[src/rtl/bram_arbiter.sv]
// Two-port round-robin arbiter in front of a single-port BRAM with one-cycle read latency.
// Tracks the owner of the in-flight access and keeps each port's last read word stable.
module bram_arbiter #(
  parameter int ADDR_W = 14,
  parameter int DATA_L = 4,
  localparam int DATA_W = DATA_L * 8
) (
  input  logic              clk,
  input  logic              rst,

  input  logic              p0_req_valid,
  output logic              p0_req_ready,
  input  logic [ADDR_W-1:0] p0_addr,
  input  logic [DATA_W-1:0] p0_wdata,
  input  logic [DATA_L-1:0] p0_sel,
  output logic              p0_rsp_valid,
  output logic [DATA_W-1:0] p0_rdata,

  input  logic              p1_req_valid,
  output logic              p1_req_ready,
  input  logic [ADDR_W-1:0] p1_addr,
  input  logic [DATA_W-1:0] p1_wdata,
  input  logic [DATA_L-1:0] p1_sel,
  output logic              p1_rsp_valid,
  output logic [DATA_W-1:0] p1_rdata,

  output logic [ADDR_W-1:0] bram_addr,
  output logic [DATA_W-1:0] bram_data_w,
  output logic [DATA_L-1:0] bram_sel,
  output logic              bram_en,
  input  logic [DATA_W-1:0] bram_data_r
);

  logic              last_grant;
  logic              pending_valid;
  logic              pending_port;
  logic [DATA_W-1:0] hold0;
  logic [DATA_W-1:0] hold1;
  logic              grant0;
  logic              grant1;

  // Under contention the port that did not win last time goes next.
  always_comb begin
    grant0 = 1'b0;
    grant1 = 1'b0;
    if (!rst) begin
      if (p0_req_valid && p1_req_valid) begin
        grant0 = last_grant;
        grant1 = !last_grant;
      end else begin
        grant0 = p0_req_valid;
        grant1 = p1_req_valid;
      end
    end
  end

  assign p0_req_ready = grant0;
  assign p1_req_ready = grant1;
  assign bram_en      = grant0 | grant1;

  always_comb begin
    bram_addr   = p0_addr;
    bram_data_w = p0_wdata;
    bram_sel    = p0_sel;
    if (grant1) begin
      bram_addr   = p1_addr;
      bram_data_w = p1_wdata;
      bram_sel    = p1_sel;
    end
  end

  // Reset in the response cycle swallows the response of the preceding grant.
  assign p0_rsp_valid = pending_valid && !pending_port && !rst;
  assign p1_rsp_valid = pending_valid &&  pending_port && !rst;

  assign p0_rdata = p0_rsp_valid ? bram_data_r : hold0;
  assign p1_rdata = p1_rsp_valid ? bram_data_r : hold1;

  always_ff @(posedge clk) begin
    if (rst) begin
      last_grant    <= 1'b1;
      pending_valid <= 1'b0;
      pending_port  <= 1'b0;
      hold0         <= '0;
      hold1         <= '0;
    end else begin
      if (grant0) begin
        last_grant <= 1'b0;
      end else if (grant1) begin
        last_grant <= 1'b1;
      end
      pending_valid <= grant0 | grant1;
      pending_port  <= grant1;
      if (p0_rsp_valid) begin
        hold0 <= bram_data_r;
      end
      if (p1_rsp_valid) begin
        hold1 <= bram_data_r;
      end
    end
  end

endmodule
[config.mk]
export PLATFORM = sky130hd
export DESIGN_NAME = bram_arbiter
export DESIGN_NICKNAME = d
export VERILOG_FILES = /design/src/rtl/bram_arbiter.sv
export SDC_FILE = /design/constraint.sdc
export NUM_CORES = 1
export LEC_CHECK = 0
export ABC_AREA = 1
export CAP_MARGIN = 20
export CORE_MARGIN = 4
export CORE_UTILIZATION = 39
export DETAILED_ROUTE_END_ITERATION = 16
export PLACE_DENSITY = 0.86
export SYNTH_ARGS = -nofsm -noshare
export SYNTH_HDL_FRONTEND = slang
export SYNTH_SLANG_ARGS = --single-unit
[constraint.sdc]
create_clock -name clk -period 1.86 [get_ports clk]
set_input_delay 0.372 -clock clk [delete_from_list [all_inputs] [get_ports clk]]
set_output_delay 0.372 -clock clk [all_outputs]
set_load 0.005 [all_outputs]
==> results.md, run 1 <==
* H-tree levels at 3
* Cell Area, Synth at between 3000 and 4000 um^2
* DP HPWL at about 12 mm
* Port buffer count at roughly 250
* Initial Util at 0.403
* Io pins at 255
* Hold Buf Count CTS at 0
* Root buf cell: clkbuf_8
* Number of synthesized register bits at 67
* Dpl cell area at between 6000 and 7000 um^2
* Error msg: [ERROR DPL-0033] detailed placement checks failed during check placement.
* Die Wd at about 110 um
* Mean Syn Cell Area at 5.46 um^2
* Num Clock Sinks at 67
* Synth warn at 0
* Clock Tree Buf Depth at 2
* Stage where the run ended: 4_1_cts
* Cts bufs inserted at 9
* Post-synth cell types at 13
* DP Worst Slack at -0.538 ns
* Net Count, Synth at slightly above 800
* CTS resizes at between 600 and 700
* Rows at 35
* Die H at about 110 um
* Post-synthesis sequential area ratio at 0.359
* Postcts setup bufs at about 240
* Mapped Cells at 685
* Status: did not finish
* Placer Congestion at around 0.87
## synth_stat cells, drive strengths merged
master,count,area [um^2]
nand2,313,1170
inv,167,627
dfxtp,67,1340
nor2,67,251
nand3,35,180
buf,25,116
clkbuf,7,26.3
or2,2,12.5
a21oi,1,5.00
nor3,1,5.00
## through the flow
stage,utilization,instances
3_5_place_dp,0.727,1092
3_3_place_gp,0.727,1092
2_1_floorplan,-,685
## cells by family after synthesis
| group | after synthesis | share of synthesized area |
|---|---|---|
| compound gates | 1 | 0.00134 |
| simple gates | 418 | 0.434 |
| flops | 67 | 0.359 |
| buf+inv | 199 | 0.206 |
==> run 2: changes to the inputs <==
- CORE_UTILIZATION: 39 -> 30
- PLACE_DENSITY: 0.86 -> unset
- PLACE_DENSITY_LB_ADDON: unset -> 0.15
==> results.md, run 2 <==
* Status: finished with violations
* Failing checks: setup timing
* Metal2 WL at approximately 9.2 mm
* Synth warn at 0 (unchanged)
* Area delta synth->final at 124%
* DP HPWL at 11.5 mm (-0.31%)
* Clock Tree Buf Depth at 2 (unchanged)
* Multi-input gate area at between 2000 and 2500 um^2
* Synth Flop Type: dfxtp_1
* Reg-to-reg slack, setup at -0.19 ns
* Simple-Gate Fraction of Synth Area at 0.434 (unchanged)
* Final Hold Fails at 0
* First-pass GRT wire length at 25.3 mm
* Root buf cell: clkbuf_16
* Final WL at between 15 and 20 mm
* Cts bufs inserted at 9 (unchanged)
* Synth Area in Adders at 0 (unchanged)
* Min-Delay Path Depth at 3
* Crit path max fanout at 6
* Full die area at ~14000 um^2
* RSZ-0062 raised after global routing: yes
* Crit path top cell by count: nand2_2
* Routed WL per cell at approximately 14 um
* Count leader, synth: nand2_1
* Slew of the pin with the lowest slew margin at roughly 0.26 ns
* M1 WL at between 6 and 7 mm
* TNS Setup at -9.39 ns
* DP Worst Slack at -0.526 ns (+0.0126 ns)
* Placer Congestion at 0.840 (-3.2%)
* Vias in the first global route at just over 5000
* GRT Total Usage at 0.223
* CORE AREA at 12100 um^2
* Residual DRC at 0
* Die Wd at 120 um (+13%)
* Post-synthesis compound-gate area fraction at 0.00134 (unchanged)
* Synth top area share at 0.359 (unchanged)
* Post-synth EDFFs at 0 (unchanged)
* Commonest cells in the netlist: nand2_1 (313), inv_1 (166), dfxtp_1 (67), nor2_1 (67), nand3_1 (34)
* Worst Setup Start Kind: register
* Max-cap violation count at 0
* R2r worst-path depth at 14
* Final Cycle Share at 1.16
* Post-synth top area cell: dfxtp_1
* Largest family of logic cells by synthesized area: simple AND/OR/NAND/NOR gates
* Fmax at between 400 and 500 MHz
* Net Count, Synth at 821 (unchanged)
* Synth Area in XOR/XNOR at 0 (unchanged)
* Multiplexer area fraction after synthesis at 0 (unchanged)
* Mean Syn Cell Area at 5.46 um^2 (unchanged)
* Post-synth cell types at 13 (unchanged)
* Largest net degree at the start of global routing at 25
* DR top layer: met4
* Final ANT Viol Nets at 0
* CP Capture Type: primary output
* Clock slew at reported path FFs at approximately 0.06 ns
* Io pins at 255 (unchanged)
* Slew Limit Fails at 0
* Synth top area cells: dfxtp_1 (36%), nand2_1 (31%), inv_1 (17%), nor2_1 (6.7%), nand3_1 (4.6%)
* Share of cells above drive strength 1 at 0.348
* Antenna violations before repair at 4
* Congestion Overflow GR at 0
* WP data required at between 1 and 1.5 ns
* Mapped Cells at 685 (unchanged)
* H-tree levels at 3 (unchanged)
* Reg-to-reg startpoint: pending_valid$_SDFF_PP0_
* VDD IR max at around 0.00041 V
* Async set-reset flop share out of synthesis at 0 (unchanged)
* Worst skew pair latency at ~0.32 ns
* Slowest CP cell: dfxtp_4
* Rows at 40 (+14%)
* Worst reg2reg endpoint: hold1[23]$_SDFF_PP0_
* Pwr per Cell Area at roughly 580 nW/um^2
* DR vias at between 5000 and 6000
* Via-to-Cell Ratio at about 4.2
* Clock Skew at between 0.005 and 0.006 ns
* 1st-pass router iterations at 4
* WP data arrival at about 1.8 ns
* Post-synthesis sequential area ratio at 0.359 (unchanged)
* Hold Buf Count CTS at 0 (unchanged)
* Die H at 120 um (+13%)
* TritonCTS clock tree: yes
* Setup WS post-layout at -0.290 ns
* Initial Util at 0.309 (-0.0940)
* Initial DRC count at approximately 210
* Register area at 1350 um^2
* Number of synthesized register bits at 67 (unchanged)
* Slew headroom at 0.829
* Hold Path Class: in -> reg
* Num Clock Sinks at 67 (unchanged)
* Commonest non-fill, non-tap cell in the layout: nand2_1
* Critical Path Max Stage Delay at approximately 0.39 ns
* Most frequent cells in the layout: nand2_1 (199), inv_1 (161), clkdlybuf4s50_1 (152), nand2_2 (97), buf_4 (85)
* Hold path startpoint: rst
* DR WL met3 at between 1 and 1.5 mm
* # fillers at around 1100
* Final min period at ~2.1 ns
* Fin util at 0.692
* Fin nets at about 1200
* Biggest regs: hold0: 32 flops, hold1: 32 flops
* Leakage power at 4.89 nW
* Final setup violation count at 83
* WHS Endpoint: hold1[13]$_SDFF_PP0_
* WS Path Type: reg -> out
* Port buffer count at 254 (unchanged)
* Crit-path cells: nand2_2 > nor2_4 > buf_6 > buf_4 > buf_8 > buf_12 > nand2_1 > nand2_2 > inv_1 > dlygate4sd2_1
* Cell Area, Synth at 3740 um^2 (unchanged)
==> run 2: what timing repair did <==
action / in CTS / in global routing
pin swaps: 25 / 51
endpoints found under the setup margin: 119 / 118
setup buffers: 51 / 25
gates cloned: 7 / 3
gates resized for setup: 379 / 172
==> run 2: power by group <==
part | leakage (nW) | internal, W | switching [W]
logic | 4.20 | 0.000954 | 0.000664
registers | 0.547 | 0.00151 | 0.0000229
clock network | 0.148 | 0.00107 | 0.000634
==> run 2: through the flow <==
step	std cells	hold slack, ns	cell area [um^2]	total power, W
3_5_place_dp	1140	0.515	6880	0.00294
5_1_grt	1237	0.479	8380	0.00510
2_1_floorplan	685	0.482	3740	0.00199
3_3_place_gp	1140	0.510	6880	0.00294
6_report	1238	0.459	8390	0.00486
4_1_cts	1214	0.458	7900	0.00480
==> run 2: how the worst max path moves through the flow <==
stage / slack, ns / from / to / cells past startpoint
6_report: -0.29 / pending_valid$_SDFF_PP0_ / p1_rdata[1] / 10
5_1_grt: -0.38 / pending_valid$_SDFF_PP0_ / p1_rdata[1] / 10
4_1_cts: -0.29 / pending_valid$_SDFF_PP0_ / p1_rdata[13] / 7
3_5_place_dp: -0.53 / p0_req_valid / bram_addr[11] / 7
3_3_place_gp: -0.53 / p0_req_valid / bram_addr[11] / 7
2_1_floorplan: 0.48 / rst / bram_addr[10] / 6
==> run 2: kinds of logic (layout without fill, tap and decap cells) <==
group                  Yosys count  in the layout
AOI/OAI and AO/OA                1              1
buffers and inverters          199            579
DFF                             67             67
other                            0              5
and+or+nand+nor                418            418
==> run 2: critical path: cells and delay by family (launching register included) <==
kind,cells,cell delay [ns]
buffers and inverters,6,0.69
DFF,1,0.39
and+or+nand+nor,4,0.36
==> run 2: per-layer routing <==
metal  vias up  GRT usage
met5         -          0
met4         0     0.0923
met3        36     0.0613
met2       192      0.420
met1      2305      0.230
li1       2672          -
==> run 2: area by class of cell <==
cell class | count | share of cell area
timing repair buffer | 396 | 0.452
multi-input combinational | 419 | 0.248
sequential | 67 | 0.161
inverter | 167 | 0.0764
clock buffer | 10 | 0.0285
tap | 168 | 0.0251
clock inverter | 6 | 0.00776
antenna | 5 | 0.00149
Note: power is estimated with default switching activity, not from simulation.
==> edit 1: new RTL, config.mk and constraints of run 2 <==
Reset style: asynchronous (`rst`), changed in one clocked block.
--- a/src/rtl/bram_arbiter.sv
+++ b/src/rtl/bram_arbiter.sv
@@ -76,7 +76,7 @@
   assign p0_rdata = p0_rsp_valid ? bram_data_r : hold0;
   assign p1_rdata = p1_rsp_valid ? bram_data_r : hold1;
 
-  always_ff @(posedge clk) begin
+  always_ff @(posedge clk or posedge rst) begin
     if (rst) begin
       last_grant    <= 1'b1;
       pending_valid <= 1'b0;
Behaviour: differs if rst is asserted again (counterexample within 4 cycles, from zero or initial values and one cycle with rst high); with rst held inactive, the same outputs for 10 cycles.
==> edit 1 against run 2 <==
The run still ends with setup timing left. Sequential cell count did not move. Die area is 3.1% lower. Area after synthesis decreased by 3.3%. Total power grew 44%. Combinational power up 93%. Cell area up 0.75%. Routed wire length up 11%. Worst setup slack improved by 0.044 ns.
==> edit 1: results (changes against run 2) <==
- DR WL met3: 1400 um (+16%)
- Synth cell count leaders: nand2_1, nand4_1, dfrtp_1, buf_2, buf_4
- Syn nets: 614 (-25%)
- RR Startpoint: pending_valid$_DFF_PP0_
- Main synth FF type: dfrtp_1
- Syn avg cell area: 7.56 sq um (+39%)
- Max Clock Skew: 0.00311 ns (-0.00216 ns)
- # clock sinks: 67 (unchanged)
- Maximum VDD drop: 0.481 mV (+16%)
- Final Non-Filler Cells: 1004 (-19%)
- Synth Area in Compound Gates: 0% (-0.13 points)
- Met2 Wirelength: 9640 um (+4.8%)
- Crit-path slowest cell: dfrtp_2
- Post-Route WL: 19000 um (+11%)
- Layout clock area frac: 4.01% (+0.39 points)
- Int Pwr: 4.96 mW (+40%)
- Leak pwr: 4.49 nW (-8.2%)
- Worst setup margin: -0.246 ns (+0.0436 ns)
- Sequential area share after synthesis: 46.4% (+11 points)
- Failing checks: setup timing
- Final setup fails: 87 (+4.8%)
- M3 GR Usage: 7.35% (+1.2 points)
- Setup TNS: -10.16 ns (-0.770 ns)
- Placed insts: 890 (-22%)
- Largest net degree at the start of global routing: 51 (+100%)
- Gr usage total: 24.4% (+2.2 points)
- Fill count: 905 (-14%)
- Multi-input combinational cell count: 353 (-16%)
- Number of global-route vias before repair: 5091 (+0.098%)
- Dpl ws: -0.611 ns (-0.0851 ns)
- Nets: 991 (-17%)
- Pre-Repair DR Iteration Count: 5 (+1)
- Layout cells sized above 1: 44.1% (+9.2 points)
- NetSw: 2.05 mW (+55%)
- GRT met1 Usage: 28.1% (+5.1 points)
- Initial antenna violation count: 1 (-3)
- Worst Path Arrival: 1.73 ns (-0.05 ns)
- Floorplan row count: 39 (-2.5%)
- Ant diodes: 1 (-4)
- Synth async-reset ratio: 100% (+100 points)
- Sequential share of power: 28.4% (-3.1 points)
- DP HPWL: 11400 um (-0.51%)
- Crit path max fanout: 7 (+1)
- RD Place Congestion: 0.831 (-1.1%)
- Combinational power share: 44.5% (+11 points)
- HP Class: input port to async pin
- Status: finished, violations left
- M2 GR Usage: 42.3% (+0.34 points)
- Buffering overhead: 49.7% (+4.4 points)
- Max-slew headroom: 81.4% (-1.5 points)
- Area growth syn-to-layout: 134%
- Biggest cell delay along the critical path: 0.47 ns (+0.08 ns)
- Nonclk buf count: 414 (+4.5%)
- Fraction of area in multi-input gates: 23.7% (-1.1 points)
- Inverters: 10 (-94%)
- First-pass GRT wire length: 27200 um (+7.7%)
- Metal1 wirelength: 7140 um (+16%)
- Seq area share: 19.9% (+3.8 points)
- Synth top area cells: dfrtp_1, nand2_1, nand4_1, buf_2, buf_4
edit 1: cell types whose count changed after synthesis, moves of 7 or more:
cell and delta:
inv_1 -159, nand4_1 +114, nand2_1 -78, dfxtp_1 -67
dfrtp_1 +66, nor2_1 -66, nand3_1 -33, buf_2 +20
buf_4 +9, buf_1 -7, clkbuf_1 -7
edit 1: final timing paths:
check,end,cells past startpoint
min reg2reg,hold1[20]$_DFF_PP0_,2
max reg2reg,hold1[4]$_DFF_PP0_,12
min in group clk,hold1[20]$_DFF_PP0_,2
max in group asynchronous,hold1[19]$_DFF_PP0_,6
min,hold0[31]$_DFF_PP0_,2
max,p0_rdata[1],8
edit 1: timing repair:
action                     CTS  global route
gates resized for setup    411           224
pin swaps                   39            95
buffers inserted            47            46
setup endpoints to repair  119           119
gates cloned                14             6
edit 1: kinds of logic after synthesis:
family | count (synthesis)
simple gates | 353
flops | 67
buf+inv | 58
==> edit 2: new RTL, config.mk and constraints of run 2 <==
Without the edit above. The parameter `DATA_L` goes from 4 to 2.
--- a/src/rtl/bram_arbiter.sv
+++ b/src/rtl/bram_arbiter.sv
@@ -2,7 +2,7 @@
 // Tracks the owner of the in-flight access and keeps each port's last read word stable.
 module bram_arbiter #(
   parameter int ADDR_W = 14,
-  parameter int DATA_L = 4,
+  parameter int DATA_L = 2,
   localparam int DATA_W = DATA_L * 8
 ) (
   input  logic              clk,
Interface: changed (9 resized); port bits go from 255 to 153. No check against the original RTL was run, so the function may have changed too.
==> edit 2 against run 2 <==
The flow still finishes with violations (setup timing). Cell area is 47% lower. Via count is 44% lower. Die area is 40% lower. Synthesized cell count is 45% lower. Hold slack better by 0.068 ns. Register-to-register slack better by 0.26 ns. Worst setup slack better by 0.26 ns. Core utilization is 4.2 points lower. Sequential cell count is 32 lower. Clock skew is 0.0019 ns lower. Area after synthesis is 43% lower. Routed wire length is 49% lower. Total power is 55% lower. Critical endpoint is now p1_rdata[8].
==> edit 2: results (changes against run 2) <==
- DR WL met3: 792 um (-34%)
- Leak pwr: 2.55 nW (-48%)
- Nets: 684 (-43%)
- Wirelength per Cell: 12.7 um (-8.7%)
- Hold Startpoint: hold0[15]$_SDFF_PP0_
- First-pass GRT wire length: 13300 um (-48%)
- Critical R2R Capture: hold0[7]$_SDFF_PP0_
- Gr usage total: 19.5% (-2.8 points)
- Dpl ws: -0.716 ns (-0.190 ns)
- Ant diodes: 0 (-5)
- Chip width: 92.5 um (-23%)
- Layout clock area frac: 1.82% (-1.8 points)
- Fill count: 627 (-41%)
- Clk_lat worst skew: 0.28 ns (-0.04 ns)
- Initial antenna violation count: 0 (-4)
- HP Class: flip-flop to flip-flop
- Failing checks: setup timing
- RD Place Congestion: 0.782 (-6.9%)
- Layout cells sized above 1: 32.1% (-2.7 points)
- Synth top area cells: dfxtp_1, nand2_1, inv_1, nor2_1, nand3_2
- Worst setup margin: -0.0286 ns (+0.261 ns)
- Largest net degree at the start of global routing: 18 (-28%)
- H-tree level count: 2 (-1)
- Buffers on Ports: 152 (-40%)
- Final setup fails: 4 (-95%)
- Nonclk buf count: 233 (-41%)
- Max Clock Skew: 0.00341 ns (-0.00186 ns)
- WHS Endpoint: hold0[15]$_SDFF_PP0_
- Status: finished, violations left
- Largest registers: hold0 (16), hold1 (16)
- DP HPWL: 6000 um (-48%)
- Met2 Wirelength: 4600 um (-50%)
- DRT iter0 DRCs: 71 (-67%)
edit 2: kinds of logic (layout without fill, tap and decap cells):
| group | count (synthesis) | in the layout | share of synthesized area, % |
|---|---|---|---|
| flip-flops | 35 | 35 | 32.7 |
| AND/OR/NAND/NOR | 236 | 237 | 46.5 |
| AO/OA/AOI/OAI | 1 | 1 | 0.234 |
| buffers and inverters | 102 | 328 | 20.5 |
edit 2: worst max-delay path by stage:
stage | end
after floorplan | p0_rdata[6]
after global placement | p0_rdata[3]
after detailed placement | p0_rdata[1]
after CTS | hold0[7]$_SDFF_PP0_
after global routing | p1_rdata[8]
final | p1_rdata[8]
edit 2: critical path, delay by kind of cell, from the launching register on:
| family | cells | cell delay [ns] |
|---|---|---|
| buffers and inverters | 5 | 0.49 |
| flip-flops | 1 | 0.40 |
| AND/OR/NAND/NOR | 4 | 0.35 |
edit 2: power by group:
| group | total (mW) | switching [mW] | leakage [nW] | internal, mW |
|---|---|---|---|---|
| sequential | 0.805 | 0.0171 | 0.287 | 0.788 |
| clock | 0.540 | 0.277 | 0.0422 | 0.263 |
| combinational | 0.861 | 0.359 | 2.22 | 0.502 |
| total | 2.21 | 0.653 | 2.55 | 1.55 |
edit 2: what timing repair did:
item,4_1_cts,5_1_grt
buffers inserted,30,24
resized for setup,137,133
hold buffers,0,0
endpoints found under the setup margin,69,62
pin swaps,7,25
gates cloned,4,1
edit 2: layer usage:
metal  vias up  GRT usage, %
met5         -             0
met4         0          6.06
met3        18          6.99
met2       115          37.6
met1      1296          19.1
li1       1505             -
edit 2: stage by stage:
stage	util (%)	power, mW	hold slack, ns	instances
CTS	63.1	2.16	0.527	678
floorplan	-	1.09	0.482	374
finish	65.1	2.21	0.527	697
global route	65.1	2.33	0.562	697
global placement	57.4	1.60	0.498	636
detailed placement	57.4	1.61	0.520	636
